==> src/rtl/child_bit_serializer.sv <==
// -----------------------------------------------------------------------------
// child_bit_serializer
//
// Parallel-to-serial transmitter feeding the single-bit `b` input of `child`.
// One word is accepted per valid/ready handshake and shifted out LSB first as
// a framed stream: start bit (0), WIDTH+1 data bits, optional even-parity bit,
// stop bit (1). Every serial bit is held for CLKS_PER_BIT clock cycles.
//
// Configuration macro:
//   CHILD_SER_PARITY_EN  defined   -> PARITY state present, frame is WIDTH+4 bits
//                        undefined -> no parity logic, frame is WIDTH+3 bits
//
// Parameters:
//   WIDTH         MSB index of the data word (word is WIDTH+1 bits, 1..31)
//   CLKS_PER_BIT  clock cycles per serial bit (1..65535)
//
// Ports:
//   clk      in   rising-edge clock
//   reset    in   synchronous, active-high reset
//   a_valid  in   upstream word valid
//   a_ready  out  block can accept a word this cycle (IDLE only)
//   a        in   parallel data word, captured on handshake
//   b        out  serial line, idles high
//   busy     out  frame in progress
//   done     out  one-cycle pulse on the last cycle of the stop bit
//
// All outputs are registered; none depends combinationally on an input.
// -----------------------------------------------------------------------------
module child_bit_serializer #(
  parameter int WIDTH        = 7,
  parameter int CLKS_PER_BIT = 1
) (
  input  logic           clk,
  input  logic           reset,
  input  logic           a_valid,
  output logic           a_ready,
  input  logic [WIDTH:0] a,
  output logic           b,
  output logic           busy,
  output logic           done
);

  localparam int CW = (CLKS_PER_BIT > 1) ? $clog2(CLKS_PER_BIT) : 1;
  localparam int BW = $clog2(WIDTH + 1);

  localparam logic [CW-1:0] LAST_CLK = CW'(CLKS_PER_BIT - 1);
  localparam logic [BW-1:0] LAST_BIT = BW'(WIDTH);

`ifdef CHILD_SER_PARITY_EN
  typedef enum logic [2:0] {
    S_IDLE,
    S_START,
    S_DATA,
    S_PARITY,
    S_STOP
  } state_t;
`else
  typedef enum logic [1:0] {
    S_IDLE,
    S_START,
    S_DATA,
    S_STOP
  } state_t;
`endif

  state_t         state_q, state_d;
  logic [CW-1:0]  clk_cnt_q, clk_cnt_d;
  logic [BW-1:0]  bit_cnt_q, bit_cnt_d;
  logic [WIDTH:0] shift_q, shift_d;
`ifdef CHILD_SER_PARITY_EN
  logic           parity_q, parity_d;
`endif

  logic b_q, b_d;
  logic busy_q, busy_d;
  logic done_q, done_d;
  logic a_ready_q, a_ready_d;

  logic bit_end;

  // ---------------------------------------------------------------------------
  // Next-state and output decode
  // ---------------------------------------------------------------------------
  always_comb begin
    // NOTE: every variable gets a default first so no path leaves it unassigned,
    // which is what keeps this block from inferring latches.
    state_d   = state_q;
    clk_cnt_d = clk_cnt_q;
    bit_cnt_d = bit_cnt_q;
    shift_d   = shift_q;
`ifdef CHILD_SER_PARITY_EN
    parity_d  = parity_q;
`endif

    bit_end = (clk_cnt_q == LAST_CLK);

    // The bit-period counter runs in every non-idle state and reloads to 0
    // whenever the current bit (and therefore possibly the state) ends.
    if (state_q != S_IDLE) begin
      clk_cnt_d = bit_end ? '0 : clk_cnt_q + 1'b1;
    end

    unique case (state_q)
      S_IDLE: begin
        // a_ready_q is the handshake qualifier so acceptance matches exactly
        // what upstream observes on the a_ready port.
        if (a_valid && a_ready_q) begin
          state_d   = S_START;
          shift_d   = a;
          clk_cnt_d = '0;
          bit_cnt_d = '0;
`ifdef CHILD_SER_PARITY_EN
          parity_d  = ^a;
`endif
        end
      end

      S_START: begin
        if (bit_end) state_d = S_DATA;
      end

      S_DATA: begin
        if (bit_end) begin
          shift_d = shift_q >> 1;
          // Compare against WIDTH rather than relying on wrap, so non-power-of-2
          // word sizes leave DATA after exactly WIDTH+1 bits.
          if (bit_cnt_q == LAST_BIT) begin
            bit_cnt_d = '0;
`ifdef CHILD_SER_PARITY_EN
            state_d   = S_PARITY;
`else
            state_d   = S_STOP;
`endif
          end else begin
            bit_cnt_d = bit_cnt_q + 1'b1;
          end
        end
      end

`ifdef CHILD_SER_PARITY_EN
      S_PARITY: begin
        if (bit_end) state_d = S_STOP;
      end
`endif

      S_STOP: begin
        if (bit_end) state_d = S_IDLE;
      end

      default: state_d = S_IDLE;
    endcase

    // Outputs are decoded from the *next* state and registered, so the port
    // values line up with the state the FSM is in during the same cycle.
    a_ready_d = (state_d == S_IDLE);
    busy_d    = (state_d != S_IDLE);
    done_d    = (state_d == S_STOP) && (clk_cnt_d == LAST_CLK);

    unique case (state_d)
      S_START:  b_d = 1'b0;
      S_DATA:   b_d = shift_d[0];
`ifdef CHILD_SER_PARITY_EN
      S_PARITY: b_d = parity_d;
`endif
      default:  b_d = 1'b1;  // IDLE and STOP hold the line high
    endcase
  end

  // ---------------------------------------------------------------------------
  // State and output registers
  // ---------------------------------------------------------------------------
  always_ff @(posedge clk) begin
    // NOTE: non-blocking assignments so every register samples the pre-edge
    // values, independent of statement order.
    if (reset) begin
      state_q   <= S_IDLE;
      clk_cnt_q <= '0;
      bit_cnt_q <= '0;
      shift_q   <= '0;
`ifdef CHILD_SER_PARITY_EN
      parity_q  <= 1'b0;
`endif
      b_q       <= 1'b1;
      busy_q    <= 1'b0;
      done_q    <= 1'b0;
      a_ready_q <= 1'b0;
    end else begin
      state_q   <= state_d;
      clk_cnt_q <= clk_cnt_d;
      bit_cnt_q <= bit_cnt_d;
      shift_q   <= shift_d;
`ifdef CHILD_SER_PARITY_EN
      parity_q  <= parity_d;
`endif
      b_q       <= b_d;
      busy_q    <= busy_d;
      done_q    <= done_d;
      a_ready_q <= a_ready_d;
    end
  end

  assign a_ready = a_ready_q;
  assign b       = b_q;
  assign busy    = busy_q;
  assign done    = done_q;

endmodule

==> config.mk <==
export PLATFORM = sky130hd
export DESIGN_NAME = child_bit_serializer
export DESIGN_NICKNAME = d
export VERILOG_FILES = /design/src/rtl/child_bit_serializer.sv
export SDC_FILE = /design/constraint.sdc
export NUM_CORES = 1
export LEC_CHECK = 0
export ABC_CLOCK_PERIOD_IN_PS = 1600
export CAP_MARGIN = 20
export CORE_MARGIN = 2
export CORE_UTILIZATION = 41
export CTS_BUF_LIST = sky130_fd_sc_hd__clkbuf_4 sky130_fd_sc_hd__clkbuf_8
export CTS_CLUSTER_DIAMETER = 30
export DETAILED_ROUTE_END_ITERATION = 10
export PLACE_DENSITY = 0.62
export SLEW_MARGIN = 15
export SYNTH_ARGS = -nofsm -noshare
export SYNTH_HDL_FRONTEND = slang
export SYNTH_SLANG_ARGS = --single-unit
==> constraint.sdc <==
create_clock -name clk -period 1.6 [get_ports clk]
set_input_delay 0.4 -clock clk [delete_from_list [all_inputs] [get_ports clk]]
set_output_delay 0.4 -clock clk [all_outputs]
set_load 0.01 [all_outputs]
==> out/metrics.yaml, run 1 <==
status: "finished clean"
clk_latency_ns: 0.29
p_leak_uw: 0.000396
synth_seq_cells: 18
pin_count: 15
intPower_uw: 651
power.density_nw_per_um2: 822
power_frac_seq_pct: 56.5
netlist.top_cell.by_area: "dfxtp_1"
clock_sinks: 18
endpoint_kind: "flip-flop"
grt_max_degree: 12
synth_top_area_share_pct: 44.0
numCtsBuffers: 3
fmax_mhz: 653
arrival_ns: 1.72
grt.total_usage_pct: 14.3
worstMarginPinSlew_ns: 0.430
final_util_pct: 54.8
combPwrFrac_pct: 18.1
dieWidth_um: 48.7
synth.cell_area_um2: 820
drt_first_pass_iters: 4
path_cells: "clkdlybuf4s50_1 > nor4bb_2 > buf_4 > nor3_4 > buf_4 > a22o_1"
cts.clk_slew.worst_paths_ns: 0.10
grt_pass1_wl_um: 2610
hold_violations: 0
place_congestion: 0.736
num_antenna_cells: 0
antenna_found_initial: 0
cpMostUsedCell: "buf_4"
routedWlPerCell_um: 12.1
area_growth_pct: 28.4
synth_edf_count: 0
worst-path-buf-inv: 3
r2r_slack_ns: 0.15
cp-start-kind: "primary input"
cp_top_family: "buffers and inverters"
slew_headroom_pct: 70.9
finalMaxSlewViolations: 0
cp.required_ns: 1.79
tritoncts: "yes"
min_path_type: "flip-flop to flip-flop"
cts_htree_levels: 1
p_clk_share_pct: 25.4
fp-row-count: 16
ir_worst_vdd_uv: 564
async_flop_share_pct: 0
core_um2: 1920
overflow: 0
dieHeight_um: 48.7
power.switching_uw: 214
seq_area_frac_synth_pct: 44.0
synth-main-ff-cell: "dfxtp_1"
via_per_inst: 5.21
fin_hold_ws_ns: 0.474
setup_tns_ns: 0
syn_nets: 90
timing.final.ws_setup_ns: 0.0686
setup_viol: 0
dp_slack_ns: -0.280
dieArea_um2: 2370
cpMaxStageDelayCell: "clkdlybuf4s50_1"
io_buffers: 14
dp_hpwl_um: 1140
clock_tree.root_cell: "clkbuf_4"
wirelength_um: 1520
finClkSkew_ns: 0.00203
slowest_delay_ns: 0.47
crit_type: "primary input to flip-flop"
post_cts_buffers: 0
syn_inst: 77
vias: 656
p_sw_share_pct: 24.8
remaining_drc_errors: 0
grt_pass1_vias: 613
cp_max_fo: 6
post-route-period-util_pct: 95.7
maxCapViolations: 0
fin_crit_ns: 1.53
ys_types: 31
final_nets: 114
layout-drive-gt1-share_pct: 22.2
yosysWarnings: 0
postRouteAntennaNets: 0
clockBufferDepth: 2
avgSynthCellArea_um2: 10.6
start_util_pct: 42.6
dr.first_iter.drc_count: 11
rsz0062_at_grt: "no"
synth_area_leaders: "dfxtp_1, o2bb2ai_1, a22oi_1, buf_6, a22o_1"
-- worst reg2reg max path, cell delays in order, from the launching register on --
cell and delay (ns):
dfxtp_1 0.34, ha_1 0.20, ha_1 0.21, nor3b_1 0.14, o21ai_0 0.29, o311ai_2 0.15
-- registers in the layout (all words and copies together), names as in the netlist --
signal     flops
clk_cnt_q      1
shift_q        8
busy           1
b              1
bit_cnt_q      3
done           1
state_q        2
a_ready        1
-- stage by stage --
| step | total power (uW) | area [um^2] | std cells |
|---|---|---|---|
| floorplan | 580 | 820 | 77 |
| global placement | 653 | 1020 | 123 |
| detailed placement | 655 | 1020 | 123 |
| CTS | 871 | 1040 | 126 |
| global route | 914 | 1050 | 126 |
| finish | 865 | 1050 | 126 |
-- synth_stat cells, types with 2 or more instances --
cell type and n:
ha_1 2, a22oi_1 7, buf_6 3, and2_1 3
inv_1 2, dfxtp_1 18, a22o_1 3, nand2_1 4
nor2_1 5, o2bb2ai_1 7, a31oi_1 3
-- path summary, 6_finish.rpt --
check | startpoint | endpoint | depth (start not counted)
min reg2reg | shift_q[4]$_SDFFE_PP0P_ | shift_q[4]$_SDFFE_PP0P_ | 1
min | shift_q[4]$_SDFFE_PP0P_ | shift_q[4]$_SDFFE_PP0P_ | 1
max reg2reg | bit_cnt_q[0]$_SDFFE_PP0P_ | b$_SDFF_PP1_ | 5
max | a_valid | bit_cnt_q[1]$_SDFFE_PP0P_ | 6
-- layout by cell type (no fill, tap or decap) --
master	Yosys	routed
a211oi_1	1	1
a21oi_1	1	1
a22o_1	3	3
a22oi_1	7	7
a311o_1	1	1
a31oi_1	3	3
and2_1	3	3
and2_2	1	1
and2b_2	1	1
and3_2	1	1
and4bb_2	1	1
buf_4	1	10
clkbuf_4	0	3
clkdlybuf4s50_1	0	13
dfxtp_1	18	18
dlygate4sd2_1	0	1
ha_1	2	2
inv_1	2	2
nand2_1	4	4
nor2_1	5	5
nor2_2	1	1
nor2b_1	1	1
nor3_4	1	1
nor3b_1	1	1
nor3b_4	1	1
nor4b_1	1	1
nor4bb_2	1	1
o21ai_0	1	1
o2bb2ai_1	7	7
o311ai_2	0	1
or3b_1	1	1
xnor2_1	1	1
-- per-layer routing --
| metal | track usage [%] | wire [um] | up-vias |
|---|---|---|---|
| met4 | 6.19 | 21 | 0 |
| met1 | 19.6 | 761 | 300 |
| met2 | 20.5 | 667 | 14 |
| met5 | 0 | 0 | - |
| met3 | 4.63 | 69 | 4 |
| li1 | - | - | 338 |
-- cell families after synthesis --
family	count (synthesis)	synth area share (%)
AO/OA/AOI/OAI	25	23.8
AND/OR/NAND/NOR	24	21.7
flip-flops	18	44.0
buffers and inverters	7	6.41
adder cells (fa/ha/maj)	2	3.05
XOR/XNOR	1	1.07
-- layout make-up --
class | instances | area (um^2)
Fill cell | 187 | 870
Multi-Input combinational cell | 52 | 414
Sequential cell | 18 | 360
Timing Repair Buffer | 24 | 214
Tap cell | 27 | 33.8
Clock buffer | 3 | 22.5
Inverter | 2 | 7.51
-- power groups by stage --
stage / Sequential (uW) / Clock (uW) / Combinational (uW)
5_1_grt: 492 / 251 / 171
6_report: 488 / 220 / 157
2_1_floorplan: 499 / 0 / 81.5
3_3_place_gp: 498 / 0 / 155
3_5_place_dp: 499 / 0 / 156
4_1_cts: 488 / 227 / 155
-- what timing repair did --
action / in CTS / in global routing
setup endpoints to repair: 1 / 1
pin swaps: 0 / 1
resized for setup: 1 / 1
hold buffers: 0 / 0
No activity file was read; power rests on OpenSTA's default activity.
==> run 2, diff against run 1 <==
Settings changed: ABC_CLOCK_PERIOD_IN_PS 1600 to default, CORE_UTILIZATION 41 to 52, PLACE_DENSITY 0.62 to 0.76.
==> out/metrics.yaml, run 2 (synthesized netlist as in run 1, its figures left out) <==
r2r_start: "bit_cnt_q[0]$_SDFFE_PP0P_"
fin_crit_ns: 1.54  # +0.0112 ns
setup_viol: 0  # unchanged
status: "finished clean"
cpMaxStageDelayCell: "clkdlybuf4s50_1"
hp-start: "shift_q[3]$_SDFFE_PP0P_"
worst-path-buf-inv: 1  # -2
grt_pass1_wl_um: 2820  # +8.2%
finClkSkew_ns: 0.00335  # +0.00132 ns
whs_path_depth: 1  # unchanged
cts.clk_slew.worst_paths_ns: 0.10  # about the same
post-route-period-util_pct: 96.4  # +0.70 points
crit_type: "flip-flop to output pin"
via_per_inst: 5.85  # +12%
reg2regPathDepth: 4  # -1
largest_register_ffs: 8  # unchanged
postRouteAntennaNets: 0  # unchanged
post_cts_buffers: 0  # unchanged
top_register: "shift_q"
endpoint_kind: "output pin"
timing.final.ws_setup_ns: 0.0573  # -0.0112 ns
fp-row-count: 14  # -2
finalMaxSlewViolations: 0  # unchanged
worstReg2RegEnd: "b$_SDFF_PP1_"
top_regs: "shift_q (8), bit_cnt_q (3), state_q (2)"
clock_sinks: 18  # unchanged
area_growth_pct: 27.8
num_antenna_cells: 0  # unchanged
slew_headroom_pct: 70.6  # -0.32 points
fmax_mhz: 648  # -0.73%
p_leak_uw: 0.000398  # +0.58%
remaining_drc_errors: 0  # unchanged
pin_count: 15  # unchanged
rsz0062_at_grt: "no"
cp-start-kind: "flip-flop"
dieWidth_um: 43.7  # -10%
worstMarginPinSlew_ns: 0.441  # +0.0104 ns
setup_tns_ns: 0  # unchanged
path_cells: "clkdlybuf4s50_1"
grt_max_degree: 12  # unchanged
r2r_slack_ns: 0.10  # -0.05 ns
cp.required_ns: 1.20  # -0.59 ns
min_path_type: "flip-flop to flip-flop"
clockBufferDepth: 2  # unchanged
total_power_uw: 873  # +0.98%
maxCapViolations: 0  # unchanged
wirelength_um: 1720  # +13%
place_congestion: 0.818  # +11%
dp_slack_ns: -0.232  # +0.0481 ns
drt_first_pass_iters: 4  # unchanged
final_common_cell: "dfxtp_1"
dieArea_um2: 1910  # -20%
tritoncts: "yes"
hold_violations: 0  # unchanged
clk_latency_ns: 0.29  # about the same
ir_worst_vdd_uv: 587  # +4.0%
fin_hold_ws_ns: 0.472  # -0.00192 ns
clock_tree.root_cell: "clkbuf_4"
core_um2: 1490  # -23%
io_buffers: 14  # unchanged
layout-drive-gt1-share_pct: 22.2  # unchanged
arrival_ns: 1.14  # -0.58 ns
grt_pass1_vias: 649  # +5.9%
cp_max_fo: 1  # -5
antenna_found_initial: 0  # unchanged
power.density_nw_per_um2: 834  # +1.5%
start_util_pct: 55.0  # +12 points
slowest_delay_ns: 0.53  # +0.06 ns
grt.total_usage_pct: 20.2  # +5.9 points
dr.first_iter.drc_count: 8  # -3
final_nets: 114  # unchanged
overflow: 0  # unchanged
vias: 673  # +2.6%
dp_hpwl_um: 1230  # +8.0%
cp_top_family: "buffers and inverters"
dieHeight_um: 43.7  # -10%
numCtsBuffers: 3  # unchanged
routedWlPerCell_um: 15.0  # +24%
final_cell_mix: "dfxtp_1, clkdlybuf4s50_1, buf_4, a22oi_1, o2bb2ai_1"
cts_htree_levels: 1  # unchanged
min_to: "shift_q[3]$_SDFFE_PP0P_"
-- run 2: what timing repair did --
item / 4_1_cts / 5_1_grt
setup endpoints to repair: 1 / 10
hold buffers: 0 / 0
resized for setup: 1 / 3
-- run 2: area by class of cell --
class | instances | area [um^2]
clock buffers | 3 | 22.5
fillers | 115 | 442
inverters | 2 | 7.51
multi-input cells | 52 | 423
flip-flops and latches | 18 | 360
well taps | 16 | 20.0
repair buffers | 24 | 214
-- run 2: how the worst max path moves through the flow --
stage | endpoint | cells past startpoint | from
after detailed placement | bit_cnt_q[1]$_SDFFE_PP0P_ | 5 | a_valid
after CTS | b$_SDFF_PP1_ | 4 | a_valid
final | busy | 1 | busy$_SDFF_PP0_
after global routing | shift_q[5]$_SDFFE_PP0P_ | 6 | a_valid
after global placement | bit_cnt_q[2]$_SDFFE_PP0P_ | 5 | a_valid
after floorplan | bit_cnt_q[0]$_SDFFE_PP0P_ | 4 | a_ready$_SDFF_PP0_
-- run 2: where the power goes --
group / internal (uW) / switching, uW / leakage (uW) / total (uW)
Clock: 87.6 / 137 / 0.0000138 / 225
Combinational: 91.6 / 67.1 / 0.000238 / 159
Sequential: 472 / 17.4 / 0.000147 / 490
-- run 2: per-layer routing --
layer / track usage [%] / part of all wire, % / up-vias
met4: 9.09 / 1.9 / 0
met1: 24.1 / 43 / 311
li1: - / - / 338
met2: 34.4 / 51 / 18
met3: 4.17 / 4.4 / 6
met5: 0 / 0 / -
-- run 2: metrics by stage --
step           cells  cell area [um^2]  utilization, %
6_report         115              1050            70.3
5_1_grt          115              1050            70.3
4_1_cts          115              1030            69.2
3_5_place_dp     112              1010            67.8
3_3_place_gp     112              1010            67.8
2_1_floorplan     77               820               -
==> run 3, diff against run 2 <==
Settings changed: GPL_TIMING_DRIVEN from default to 0.
==> out/metrics.yaml, run 3 (synthesized netlist as in run 1, its figures left out) <==
top_regs: "shift_q (8), bit_cnt_q (3), state_q (2)"
combPwrFrac_pct: 17.0  # -1.2 points
fmax_mhz: 651  # +0.43%
num_antenna_cells: 0  # unchanged
multiInputGateArea_um2: 415  # -1.8%
dp_hpwl_um: 1060  # -14%
worst-path-buf-inv: 1  # unchanged
status: "finished clean"
dieArea_um2: 1910  # unchanged
final_cell_mix: "dfxtp_1, clkdlybuf4s50_1, a22oi_1, o2bb2ai_1, nor2_1"
setup_viol: 0  # unchanged
maxCapViolations: 0  # unchanged
overflow: 0  # unchanged
cpMaxStageDelayCell: "clkdlybuf4s50_1"
start_util_pct: 55.0  # unchanged
power.density_nw_per_um2: 865  # +3.8%
cp.required_ns: 1.20  # about the same
cp_max_fo: 1  # unchanged
rsz0062_at_grt: "no"
stdcell_area_um2: 1060  # +0.96%
core_um2: 1490  # unchanged
vias: 647  # -3.9%
p_sw_share_pct: 23.4  # -2.0 points
clockBufferDepth: 2  # unchanged
fin_hold_ws_ns: 0.476  # +0.00343 ns
cts.clk_slew.worst_paths_ns: 0.10  # about the same
place_congestion: 0.845  # +3.3%
cp-start-kind: "flip-flop"
crit_type: "flip-flop to output pin"
cts_htree_levels: 1  # unchanged
largest_register_ffs: 8  # unchanged
regArea_um2: 360  # unchanged
min_path_type: "flip-flop to flip-flop"
layout-drive-gt1-share_pct: 20.2  # -2.0 points
tritoncts: "yes"
endpoint_kind: "output pin"
power.switching_uw: 214  # -3.4%
finClkSkew_ns: 0.00504  # +0.00169 ns
slowest_delay_ns: 0.53  # about the same
cp_top_family: "buffers and inverters"
clock_tree.root_cell: "clkbuf_4"
via_per_inst: 5.63  # -3.9%
finalMaxSlewViolations: 0  # unchanged
ir_worst_vdd_uv: 649  # +11%
final_nets: 113  # -0.88%
io_buffers: 14  # unchanged
dieHeight_um: 43.7  # unchanged
arrival_ns: 1.14  # about the same
post-route-period-util_pct: 96.0  # -0.41 points
grt_max_degree: 11  # -1
grt.total_usage_pct: 18.2  # -2.0 points
p_leak_uw: 0.000398  # about the same
p_clk_share_pct: 29.5  # +3.8 points
dr.first_iter.drc_count: 11  # +3
routedWlPerCell_um: 13.6  # -9.5%
fin_crit_ns: 1.54  # -0.00660 ns
wirelength_um: 1560  # -9.5%
clock_sinks: 18  # unchanged
pin_count: 15  # unchanged
dieWidth_um: 43.7  # unchanged
path_cells: "clkdlybuf4s50_1"
grt_pass1_wl_um: 2560  # -9.3%
postRouteAntennaNets: 0  # unchanged
remaining_drc_errors: 0  # unchanged
fillCellCount: 123  # +7.0%
slew_headroom_pct: 66.6  # -4.0 points
worstMarginPinSlew_ns: 0.501  # +0.0601 ns
intPower_uw: 700  # +7.5%
drt_first_pass_iters: 6  # +2
numCtsBuffers: 3  # unchanged
setup_tns_ns: 0  # unchanged
antenna_found_initial: 0  # unchanged
top_register: "shift_q"
area_growth_pct: 29.0
hold_violations: 0  # unchanged
placed_area_um2: 980  # -3.0%
clk_latency_ns: 0.28  # about the same
grt_pass1_vias: 613  # -5.5%
power_frac_seq_pct: 53.5  # -2.6 points
cts-hold-fix-buffers: 0  # unchanged
final_common_cell: "dfxtp_1"
fp-row-count: 14  # unchanged
[run 3: layout make-up]
cell class              instances  share of cell area (%)
well taps                      16                    1.89
inverters                       2                   0.710
repair buffers                 18                    16.3
flip-flops and latches         18                    34.1
plain buffers                   5                    4.26
clock buffers                   4                    3.43
multi-input cells              52                    39.3
[run 3: worst paths after layout]
check | slack (ns) | to | startpoint | depth (start not counted)
setup reg to reg | 0.15 | bit_cnt_q[0]$_SDFFE_PP0P_ | state_q[0]$_SDFF_PP0_ | 4
hold / removal | 0.48 | shift_q[5]$_SDFFE_PP0P_ | shift_q[5]$_SDFFE_PP0P_ | 1
setup / recovery | 0.06 | b | b$_SDFF_PP1_ | 1
hold reg to reg | 0.48 | shift_q[5]$_SDFFE_PP0P_ | shift_q[5]$_SDFFE_PP0P_ | 1
[run 3: power groups by stage]
stage	registers, uW	clock network, uW	logic [uW]
finish	489	270	156
global route	493	301	170
CTS	488	281	141
detailed placement	498	0	142
global placement	497	0	140
floorplan	499	0	81.5
[run 3: timing repair]
action	4_1_cts	5_1_grt
resized for setup	1	1
setup endpoints to repair	1	3
gates cloned	0	1
buffers inserted	0	3
[run 3: metal layers]
| metal | routed length [um] | share of wire, % | vias to the layer above | track usage [%] |
|---|---|---|---|---|
| li1 | - | - | 341 | - |
| met1 | 780 | 50 | 286 | 24.2 |
| met2 | 670 | 43 | 18 | 27.1 |
| met3 | 89 | 5.7 | 2 | 5.42 |
| met4 | 19 | 1.2 | 0 | 8.48 |
| met5 | 0 | 0 | - | 0 |
[run 3: per-stage QoR]
step / std cells / worst slack (ns) / power [uW] / util (%)
6_report: 115 / 0.0639 / 914 / 71.0
5_1_grt: 115 / 0.00292 / 964 / 71.0
4_1_cts: 111 / 0.0362 / 910 / 68.2
3_5_place_dp: 107 / -0.270 / 640 / 65.8
3_3_place_gp: 107 / -0.249 / 638 / 65.8
2_1_floorplan: 77 / 0.273 / 580 / -
